==> src/rtl/wide_add_sequencer.sv <==
// rtl/wide_add_sequencer.sv - multi-word add/subtract engine around one shared 32-bit CLA slice
// One 32-bit word per cycle goes through the slice, LSW first, with the carry held between words.

module CLA_index_4_32_block (
  input  logic [31:0] a,
  input  logic [31:0] b,
  input  logic        cin,
  output logic [31:0] sum,
  output logic        cout
);

  logic [31:0] g;
  logic [31:0] p;
  logic [32:0] c;

  assign g    = a & b;
  assign p    = a ^ b;
  assign c[0] = cin;

  // 4-bit lookahead groups; group carry-out uses group generate/propagate
  for (genvar k = 0; k < 8; k++) begin : g_grp
    localparam int B = 4 * k;
    logic gg;
    logic pg;
    assign gg = g[B+3] | (p[B+3] & g[B+2]) | (p[B+3] & p[B+2] & g[B+1])
              | (p[B+3] & p[B+2] & p[B+1] & g[B]);
    assign pg = &p[B+3:B];
    assign c[B+1] = g[B] | (p[B] & c[B]);
    assign c[B+2] = g[B+1] | (p[B+1] & g[B]) | (p[B+1] & p[B] & c[B]);
    assign c[B+3] = g[B+2] | (p[B+2] & g[B+1]) | (p[B+2] & p[B+1] & g[B])
                  | (p[B+2] & p[B+1] & p[B] & c[B]);
    assign c[B+4] = gg | (pg & c[B]);
  end

  assign sum  = p ^ c[31:0];
  assign cout = c[32];

endmodule

module wide_add_sequencer #(
  parameter int WORDS = 4
) (
  input  logic               clk,
  input  logic               rst_n,
  input  logic               in_valid,
  output logic               in_ready,
  input  logic [WORDS*32-1:0] op_a,
  input  logic [WORDS*32-1:0] op_b,
  input  logic               sub,
  input  logic               cin,
  output logic               out_valid,
  input  logic               out_ready,
  output logic [WORDS*32-1:0] sum,
  output logic               cout,
  output logic               ovf,
  output logic               busy
);

  localparam int N  = WORDS * 32;
  localparam int IW = $clog2(WORDS);

  typedef enum logic [1:0] {IDLE, RUN, DONE} state_t;

  state_t          state_q;
  state_t          state_d;
  logic [N-1:0]    a_q;
  logic [N-1:0]    b_q;
  logic [N-1:0]    acc_q;
  logic [N-1:0]    sum_q;
  logic [IW-1:0]   idx;
  logic [IW+4:0]   base;
  logic            carry_reg;
  logic            cout_q;
  logic            ovf_q;
  logic            accept;
  logic            last;
  logic [31:0]     slice_a;
  logic [31:0]     slice_b;
  logic [31:0]     slice_sum;
  logic            slice_cout;

  assign base    = {idx, 5'd0};
  assign slice_a = a_q[base +: 32];
  assign slice_b = b_q[base +: 32];
  assign accept  = in_valid && (state_q == IDLE);
  assign last    = (state_q == RUN) && (idx == IW'(WORDS - 1));

  CLA_index_4_32_block u_slice (
    .a    (slice_a),
    .b    (slice_b),
    .cin  (carry_reg),
    .sum  (slice_sum),
    .cout (slice_cout)
  );

  always_ff @(posedge clk or negedge rst_n) begin
    if (!rst_n) begin
      state_q <= IDLE;
    end else begin
      state_q <= state_d;
    end
  end

  always_comb begin
    state_d   = state_q;
    in_ready  = 1'b0;
    out_valid = 1'b0;
    busy      = 1'b1;
    case (state_q)
      IDLE: begin
        in_ready = 1'b1;
        busy     = 1'b0;
        if (in_valid) state_d = RUN;
      end
      RUN: begin
        if (last) state_d = DONE;
      end
      DONE: begin
        out_valid = 1'b1;
        if (out_ready) state_d = IDLE;
      end
      default: begin
        busy    = 1'b0;
        state_d = IDLE;
      end
    endcase
  end

  // Subtraction is A + ~B + ~borrow; results land in the output registers only on the last word
  always_ff @(posedge clk or negedge rst_n) begin
    if (!rst_n) begin
      a_q       <= '0;
      b_q       <= '0;
      acc_q     <= '0;
      sum_q     <= '0;
      idx       <= '0;
      carry_reg <= 1'b0;
      cout_q    <= 1'b0;
      ovf_q     <= 1'b0;
    end else if (accept) begin
      a_q       <= op_a;
      b_q       <= sub ? ~op_b : op_b;
      carry_reg <= cin ^ sub;
      idx       <= '0;
    end else if (state_q == RUN) begin
      acc_q[base +: 32] <= slice_sum;
      carry_reg         <= slice_cout;
      if (last) begin
        sum_q  <= {slice_sum, acc_q[N-33:0]};
        cout_q <= slice_cout;
        ovf_q  <= (slice_a[31] ^ slice_b[31] ^ slice_sum[31]) ^ slice_cout;
      end else begin
        idx <= idx + 1'b1;
      end
    end
  end

  assign sum  = sum_q;
  assign cout = cout_q;
  assign ovf  = ovf_q;

endmodule

==> config.mk <==
export PLATFORM = sky130hd
export DESIGN_NAME = wide_add_sequencer
export DESIGN_NICKNAME = d
export VERILOG_FILES = /design/src/rtl/wide_add_sequencer.sv
export SDC_FILE = /design/constraint.sdc
export NUM_CORES = 1
export LEC_CHECK = 0
export CAP_MARGIN = 20
export CORE_ASPECT_RATIO = 0.8
export CORE_MARGIN = 2
export CORE_UTILIZATION = 48
export CTS_CLUSTER_SIZE = 24
export DETAILED_ROUTE_END_ITERATION = 8
export GPL_TIMING_DRIVEN = 1
export PLACE_DENSITY = 0.82
export REMOVE_ABC_BUFFERS = 1
export SLEW_MARGIN = 30
export SYNTH_ARGS = -nofsm -noshare
export SYNTH_HDL_FRONTEND = slang
export SYNTH_SLANG_ARGS = --single-unit
==> constraint.sdc <==
create_clock -name clk -period 4 [get_ports clk]
set_clock_uncertainty 0.2 [all_clocks]
set_input_delay 0.4 -clock clk [delete_from_list [all_inputs] [get_ports clk]]
set_output_delay 0.4 -clock clk [all_outputs]
set_load 0.02 [all_outputs]
==> impl_results.rst <==
.. list-table::
   :header-rows: 1

   * - Metric
     - Value
   * - Total count of max-transition violations in the final report
     - 0
   * - Final cell count without fillers
     - 3,300
   * - Yosys warning count
     - 0
   * - Share of total power consumed by net switching
     - 40.9%
   * - First-pass DRT Iterations
     - 5
   * - Net switching power figure
     - 11.3 mW
   * - Actual transition at the worst max-transition pin
     - 0.946 ns
   * - FF+latch count, synth
     - 487
   * - Largest voltage drop on the vdd net
     - 554 µV
   * - Via density
     - 5.43
   * - Clock period minus final worst setup slack
     - 3.99 ns
   * - Synth Instances
     - 2,209
   * - Top-area cell type share of the netlist area
     - 55.3%
   * - CP endpoint kind
     - flip-flop
   * - Crit path required time
     - 4.24 ns
   * - Fraction of the yosys area taken by sequential cells
     - 55.3%
   * - Wire length of the first global-routing pass
     - 101,000 µm
   * - Post-synth EDFFs
     - 0
   * - Number of buffers added by the clock tree synthesis step
     - 48
   * - Internal power of the cells
     - 16.3 mW
   * - Power density over the cells
     - 933 mW/mm²
   * - MaxCap Viol Count
     - 0
   * - Clock power share
     - 17.3%
   * - Combinational power share
     - 52.3%
   * - Port-buffer cells
     - 394
   * - Buffer levels on the longest clock path
     - 3
   * - Antenna violations before repair
     - 2
   * - Worst EP arrival
     - 4.23 ns
   * - Final GP Congestion
     - 0.876
   * - Clock Sink Count
     - 487
   * - Area added between synthesis and finish
     - 34.6%
   * - Max H-tree Level
     - 2
   * - Multi-input logic area
     - 0.00970 mm²
   * - Clock-pin slew on the worst setup and hold paths
     - 0.06 ns
   * - Average size of a mapped cell
     - 9.97 µm²
   * - Final setup fails
     - 0
   * - Result of the run
     - finished clean
   * - Clock Latency Late Sink
     - 0.58 ns
   * - Aggregate global-route resource usage
     - 26.8%
   * - Start-to-end type of the worst setup path
     - flip-flop to flip-flop
   * - Number of hold violations in the final report
     - 0
   * - Area of the placeable core
     - 0.0455 mm²
   * - Root Buffer Master
     - sky130_fd_sc_hd__clkbuf_16
   * - Largest area contributor in the synthesized netlist
     - sky130_fd_sc_hd__dfrtp_1
   * - Largest net degree at the start of global routing
     - 203
   * - Clock tree from TritonCTS
     - yes
   * - Die span in y
     - 196 µm
   * - Total die area
     - 0.0476 mm²
   * - Share of async-settable or async-resettable flops after synthesis
     - 100%
   * - R2R depth
     - 14
   * - Antenna viol nets, final
     - 0
   * - Number of global-route vias before repair
     - 18,421
   * - RSZ-0062 raised after global routing
     - yes
   * - Startpoint type of the worst setup path
     - flip-flop
   * - Headroom to the max-slew limit
     - 36.6%
   * - Maximum operating frequency
     - 251 MHz
   * - FF+latch area
     - 0.0122 mm²
   * - # IOs
     - 395
   * - Die span in x
     - 244 µm
   * - Post-synth top flop
     - sky130_fd_sc_hd__dfrtp_1
   * - Power share of the sequential group
     - 30.4%
   * - Hold depth
     - 3
   * - Vias after detailed routing
     - 17,918
   * - Netlist area before placement
     - 0.0220 mm²
   * - Post-synthesis cell type count
     - 62
   * - Final HPWL DP
     - 45,400 µm
   * - Initial core utilization
     - 48.4%
   * - Nets
     - 2,959
   * - Worst Path Max Fanout
     - 7
   * - Filler cell count in the final layout
     - 3,381
   * - Proportion of layout cells with a drive suffix above 1
     - 13.3%
   * - LEAKAGE
     - 13.8 nW
   * - Detailed-route wire length
     - 64,300 µm
   * - Violation count after the first detailed-routing iteration
     - 1,606
   * - Cells after DPL
     - 3,191
   * - Final TNS setup
     - 0 ns
   * - Worst-case register-to-register setup slack
     - 0.01 ns
   * - Path class of the lowest-slack min-delay path
     - input port to flip-flop
   * - Total global routing overflow
     - 0
   * - Number of remaining DRC errors
     - 0
   * - Row Count
     - 70
   * - Leading cell types by total area after synthesis
     - sky130_fd_sc_hd__dfrtp_1, sky130_fd_sc_hd__nand2_1, sky130_fd_sc_hd__mux4_2
   * - Tcrit/Tclk final
     - 99.7%
   * - Routed wire length per instance
     - 19.5 µm
synthesized netlist by cell type, types with 5 or more instances:
cell and count:
sky130_fd_sc_hd__a21o_1 9, sky130_fd_sc_hd__a21oi_1 12, sky130_fd_sc_hd__a22o_1 36, sky130_fd_sc_hd__buf_1 15, sky130_fd_sc_hd__buf_2 8, sky130_fd_sc_hd__clkbuf_1 110, sky130_fd_sc_hd__dfrtp_1 487, sky130_fd_sc_hd__fa_1 8
sky130_fd_sc_hd__ha_1 40, sky130_fd_sc_hd__inv_1 25, sky130_fd_sc_hd__mux2_2 5, sky130_fd_sc_hd__mux4_2 64, sky130_fd_sc_hd__nand2_1 911, sky130_fd_sc_hd__nand4_1 6, sky130_fd_sc_hd__nor2_1 21, sky130_fd_sc_hd__nor3_1 12
sky130_fd_sc_hd__o211ai_1 6, sky130_fd_sc_hd__o21a_1 8, sky130_fd_sc_hd__o21ai_0 200, sky130_fd_sc_hd__o31ai_1 11, sky130_fd_sc_hd__xnor2_1 137, sky130_fd_sc_hd__xor2_1 10
cells by family after synthesis:
kind of cell	after synthesis	synth area share, %
AND/OR/NAND/NOR	981	17.3
flip-flops	487	55.3
AO/OA/AOI/OAI	319	8.99
buffers and inverters	158	2.74
XOR/XNOR	147	5.85
multiplexers	69	6.80
adder cells (fa/ha/maj)	48	3.00
layer usage:
layer / vias to the layer above / GRT usage (%) / routed length, µm
met4: 0 / 8.83 / 2020
met3: 134 / 4.44 / 4190
li1: 8141 / - / -
met5: - / 0 / 0
met1: 8932 / 37.0 / 27200
met2: 711 / 43.5 / 31000
final timing paths:
check,startpoint,end
max in group asynchronous,rst_n,acc_q[62]
setup / recovery,idx[0],cout
hold / removal,op_a[52],a_q[52]
setup reg to reg,idx[0],cout
hold reg to reg,acc_q[5],sum[5]
min in group asynchronous,rst_n,sum[106]
power groups by stage:
stage                     registers (mW)  clock network (mW)  logic (mW)
after floorplan                     8.70                   0        6.95
after global placement              8.39                   0        12.2
after detailed placement            8.48                   0        12.7
after CTS                           8.39                4.82        13.3
after global routing                8.62                5.03        15.6
final                               8.41                4.79        14.4
worst max-delay path, cell delays in order (launching register included):
cell	delay, ns
sky130_fd_sc_hd__dfrtp_4	0.50
sky130_fd_sc_hd__buf_12	0.16
sky130_fd_sc_hd__buf_8	0.12
sky130_fd_sc_hd__buf_12	0.13
sky130_fd_sc_hd__mux4_2	0.46
sky130_fd_sc_hd__ha_4	0.26
sky130_fd_sc_hd__nand4_1	0.17
sky130_fd_sc_hd__buf_4	0.16
sky130_fd_sc_hd__nor2_1	0.05
sky130_fd_sc_hd__a22oi_2	0.34
sky130_fd_sc_hd__a21boi_2	0.13
sky130_fd_sc_hd__buf_4	0.17
sky130_fd_sc_hd__o211a_4	0.27
sky130_fd_sc_hd__o31a_1	0.37
sky130_fd_sc_hd__o31a_1	0.35
what timing repair did:
item,4_1_cts,5_1_grt
endpoints found under the hold margin,487,0
pin swaps,7,45
resized for setup,31,77
hold buffers,1,0
setup endpoints to repair,55,68
buffers inserted,9,10
cloned,0,2
stage by stage:
stage / total power, mW / hold WS [ns] / utilization [%] / setup WS, ns / area [µm²]
floorplan: 15.6 / -0.0956 / - / -8.05 / 21500
global placement: 20.6 / 0.244 / 59.8 / -0.351 / 27200
detailed placement: 21.1 / 0.252 / 59.8 / -0.477 / 27300
CTS: 26.5 / 0.126 / 64.1 / -0.00240 / 29200
global route: 29.3 / 0.158 / 65.1 / -0.0658 / 29600
finish: 27.6 / 0.147 / 65.1 / 0.0117 / 29600
final cells by class:
type                    instances  share of cell area [%]
clock inverters                21                    1.08
clock buffers                  66                    4.55
repair buffers                523                    17.6
well taps                     612                    2.58
multi-input cells            1564                    32.7
flip-flops and latches        487                    41.1
diodes                          2                  0.0169
inverters                      25                   0.317
placed cells by master, fill, tap and decap left out, types with 9 or more instances in the layout:
master	netlist	final
sky130_fd_sc_hd__nand2_1	911	904
sky130_fd_sc_hd__dfrtp_1	487	485
sky130_fd_sc_hd__clkdlybuf4s50_1	0	392
sky130_fd_sc_hd__o21ai_0	200	177
sky130_fd_sc_hd__xnor2_1	137	136
sky130_fd_sc_hd__buf_4	0	104
sky130_fd_sc_hd__mux4_2	64	64
sky130_fd_sc_hd__clkbuf_16	0	50
sky130_fd_sc_hd__a22o_1	36	36
sky130_fd_sc_hd__ha_1	40	26
sky130_fd_sc_hd__inv_1	25	24
sky130_fd_sc_hd__nor2_1	21	19
sky130_fd_sc_hd__o21ai_1	3	14
sky130_fd_sc_hd__buf_12	0	14
sky130_fd_sc_hd__ha_4	0	12
sky130_fd_sc_hd__o21ai_2	1	11
sky130_fd_sc_hd__nor3_1	12	10
sky130_fd_sc_hd__o31ai_1	11	10
sky130_fd_sc_hd__clkbuf_1	110	10
sky130_fd_sc_hd__a21o_1	9	9
No activity file was read; power rests on OpenSTA's default activity.
==> variant: new RTL, config.mk and constraints unchanged <==
`WORDS`: 4 -> 2.
--- a/src/rtl/wide_add_sequencer.sv
+++ b/src/rtl/wide_add_sequencer.sv
@@ -39,5 +39,5 @@
 
 module wide_add_sequencer #(
-  parameter int WORDS = 4
+  parameter int WORDS = 2
 ) (
   input  logic               clk,
Ports: changed (resized op_a, op_b and sum); port bits go from 395 to 203. The function was not compared with the original's and may differ.
==> variant against the original RTL <==
Critical path type unchanged. Highest routed layer is now met5. Routed wire length is 61% lower. Area after synthesis is 50% lower. Total power is 50% lower. Setup slack better by 0.25 ns. Cell area is 52% lower. Sequential share of layout area is 0.70 points lower. Combinational power is 49% lower. Sequential cell count is 257 lower. Hold slack better by 0.098 ns.
==> variant: results (changes against the original RTL) <==
M2 GR Usage 33.49% (was 43.47%); status finished, final reports clean (unchanged); ant diodes 0 (was 2); Ys Warns 0 (unchanged); maximum vdd drop 0.0003813 V (was 0.0005539 V); worst path arrival time 3.93 ns (was 4.23 ns); first-pass GRT wire length 40560 µm (was 100500 µm); Slew Limit Fails 0 (unchanged); layout cell share with drive strength beyond 1 19.21% (was 13.29%); htree depth 1 (was 2); Clock Path Buffers 3 (unchanged); first-pass iteration count of the detailed router 5 (unchanged); root buffer cell clkbuf_16 (unchanged); CP max-delay cell fa_1 (was dfrtp_4); LEAKAGE 6.220 nW (was 13.80 nW); drt via density 5.147 (was 5.430); largest net degree at the start of global routing 197 (was 203); Nets 1327 (was 2959); worst rel slew slack 36.58% (was 36.59%); antenna violations before repair 1 (was 2); number of global-route vias before repair 7787 (was 18421); post-synth cell types 43 (was 62); FFs w/ async S/R, synth 100.0% (unchanged); Post-DP Area 13370 µm² (was 27260 µm²); post-CTS setup repair buffer count 0 (was 9); grt total ovfl 0 (unchanged); top post-synthesis cells by count dfrtp_1 (230), mux2_2 (152), nand2_1 (137), o21ai_0 (130), xnor2_1 (78) (was nand2_1 (911), dfrtp_1 (487), o21ai_0 (200), xnor2_1 (137), clkbuf_1 (110)); Crit path max-delay family compound AO/OA/AOI/OAI gates (unchanged); GRT Overall Usage 20.74% (was 26.77%); clk_lat worst skew 0.52 ns (was 0.58 ns); initial drt markers 517 (was 1606); detailed placement HPWL 17330 µm (was 45400 µm); ys flop type dfrtp_1 (unchanged); post-synthesis sequential area ratio 52.28% (was 55.33%); routability cong. 0.7690 (was 0.8758); type of the tightest min-delay check in2async (was in2reg); GR Util met1 29.02% (was 37.02%); met3 usage in global routing 4.454% (was 4.439%); CP max stage delay 0.47 ns (was 0.50 ns); # port buffers 202 (was 394); largest cells by area after synthesis dfrtp_1 (52%), mux2_2 (16%), xnor2_1 (6.2%), o21ai_0 (5.9%), nand2_1 (4.7%) (was dfrtp_1 (55%), nand2_1 (16%), mux4_2 (6.5%), xnor2_1 (5.4%), o21ai_0 (4.5%)); critical path peak fanout 42 (was 7); R2R cell count 12 (was 14); CTS buffer count 24 (was 48); DR WL/cell 16.93 µm (was 19.49 µm); clk slew on worst S/H paths 0.06 ns (about the same)
[variant: changes by cell type after synthesis, moves of 11 or more]
cell,delta
o21ai_0,-70
mux4_2,-64
xnor2_1,-59
mux2_2,+147
mux2i_1,+13
dfrtp_1,-257
buf_1,-12
o31ai_1,-11
nor3_1,-12
nor2_1,-13
a22o_1,-36
clkbuf_1,-66
nand2_1,-774
[variant: worst reg2reg max path, cell delays in order (launching register included)]
cell     delay (ns)
dfrtp_4        0.42
buf_12         0.27
mux2i_1        0.42
inv_1          0.09
ha_1           0.32
nand4_1        0.17
a21oi_1        0.21
o21ai_0        0.14
a21oi_2        0.26
a21oi_2        0.14
o21ai_0        0.23
fa_1           0.47
mux2_2         0.28
[variant: per-stage QoR]
stage / setup TNS [ns] / std cells / hold WS, ns / power, mW / setup WS [ns]
after detailed placement: 0 / 1428 / 0.1876 / 11.36 / 0.2290
after CTS: 0 / 1467 / 0.2458 / 13.82 / 0.2113
final: 0 / 1467 / 0.2447 / 13.79 / 0.2654
after global placement: 0 / 1428 / 0.1872 / 11.07 / 0.3260
after floorplan: -343.14 / 909 / -0.09559 / 9.097 / -3.915
after global routing: 0 / 1467 / 0.2633 / 14.85 / 0.04556
[variant: power breakdown]
part	leakage, nW	total, mW	switching [mW]	internal, mW
logic	2.98	7.31	3.97	3.34
registers	2.82	4.09	0.616	3.48
clock network	0.417	2.40	0.894	1.50
[variant: per-layer routing]
layer  vias up  part of all wire [%]
met2       182                    46
met1      3672                    47
met3        34                   5.2
met4         2                   1.6
met5         -                 0.044
li1       3660                     -
[variant: layout make-up]
class / count / area, µm²
Clock buffer: 29 / 670.6
Clock inverter: 9 / 173.9
Fill cell: 1761 / 8260
Inverter: 26 / 97.59
Multi-Input combinational cell: 653 / 5001
Sequential cell: 230 / 5759
Tap cell: 306 / 382.9
Timing Repair Buffer: 214 / 2155
[variant: worst paths after layout]
check / from / to / slack, ns
max in group asynchronous: rst_n / sum[29] / 2.32
hold reg to reg: b_q[29] / b_q[29] / 0.27
hold / removal: rst_n / acc_q[2] / 0.24
min in group clk: b_q[29] / b_q[29] / 0.27
setup / recovery: idx / acc_q[28] / 0.27
setup reg to reg: idx / acc_q[28] / 0.27
[variant: cells by family after synthesis]
logic type	share of synthesized area, %
and+or+nand+nor	6.036
buffers and inverters	2.671
AOI/OAI and AO/OA	9.730
DFF	52.28
muxes	16.73
xor gates and xnor gates	7.002
adders and majority gates	5.547
[variant: what timing repair did]
| action | CTS | global route |
|---|---|---|
| resized for setup | 0 | 4 |
| endpoints found under the hold margin | 67 | 0 |
| setup endpoints to repair | 0 | 5 |
| hold buffers | 1 | 0 |
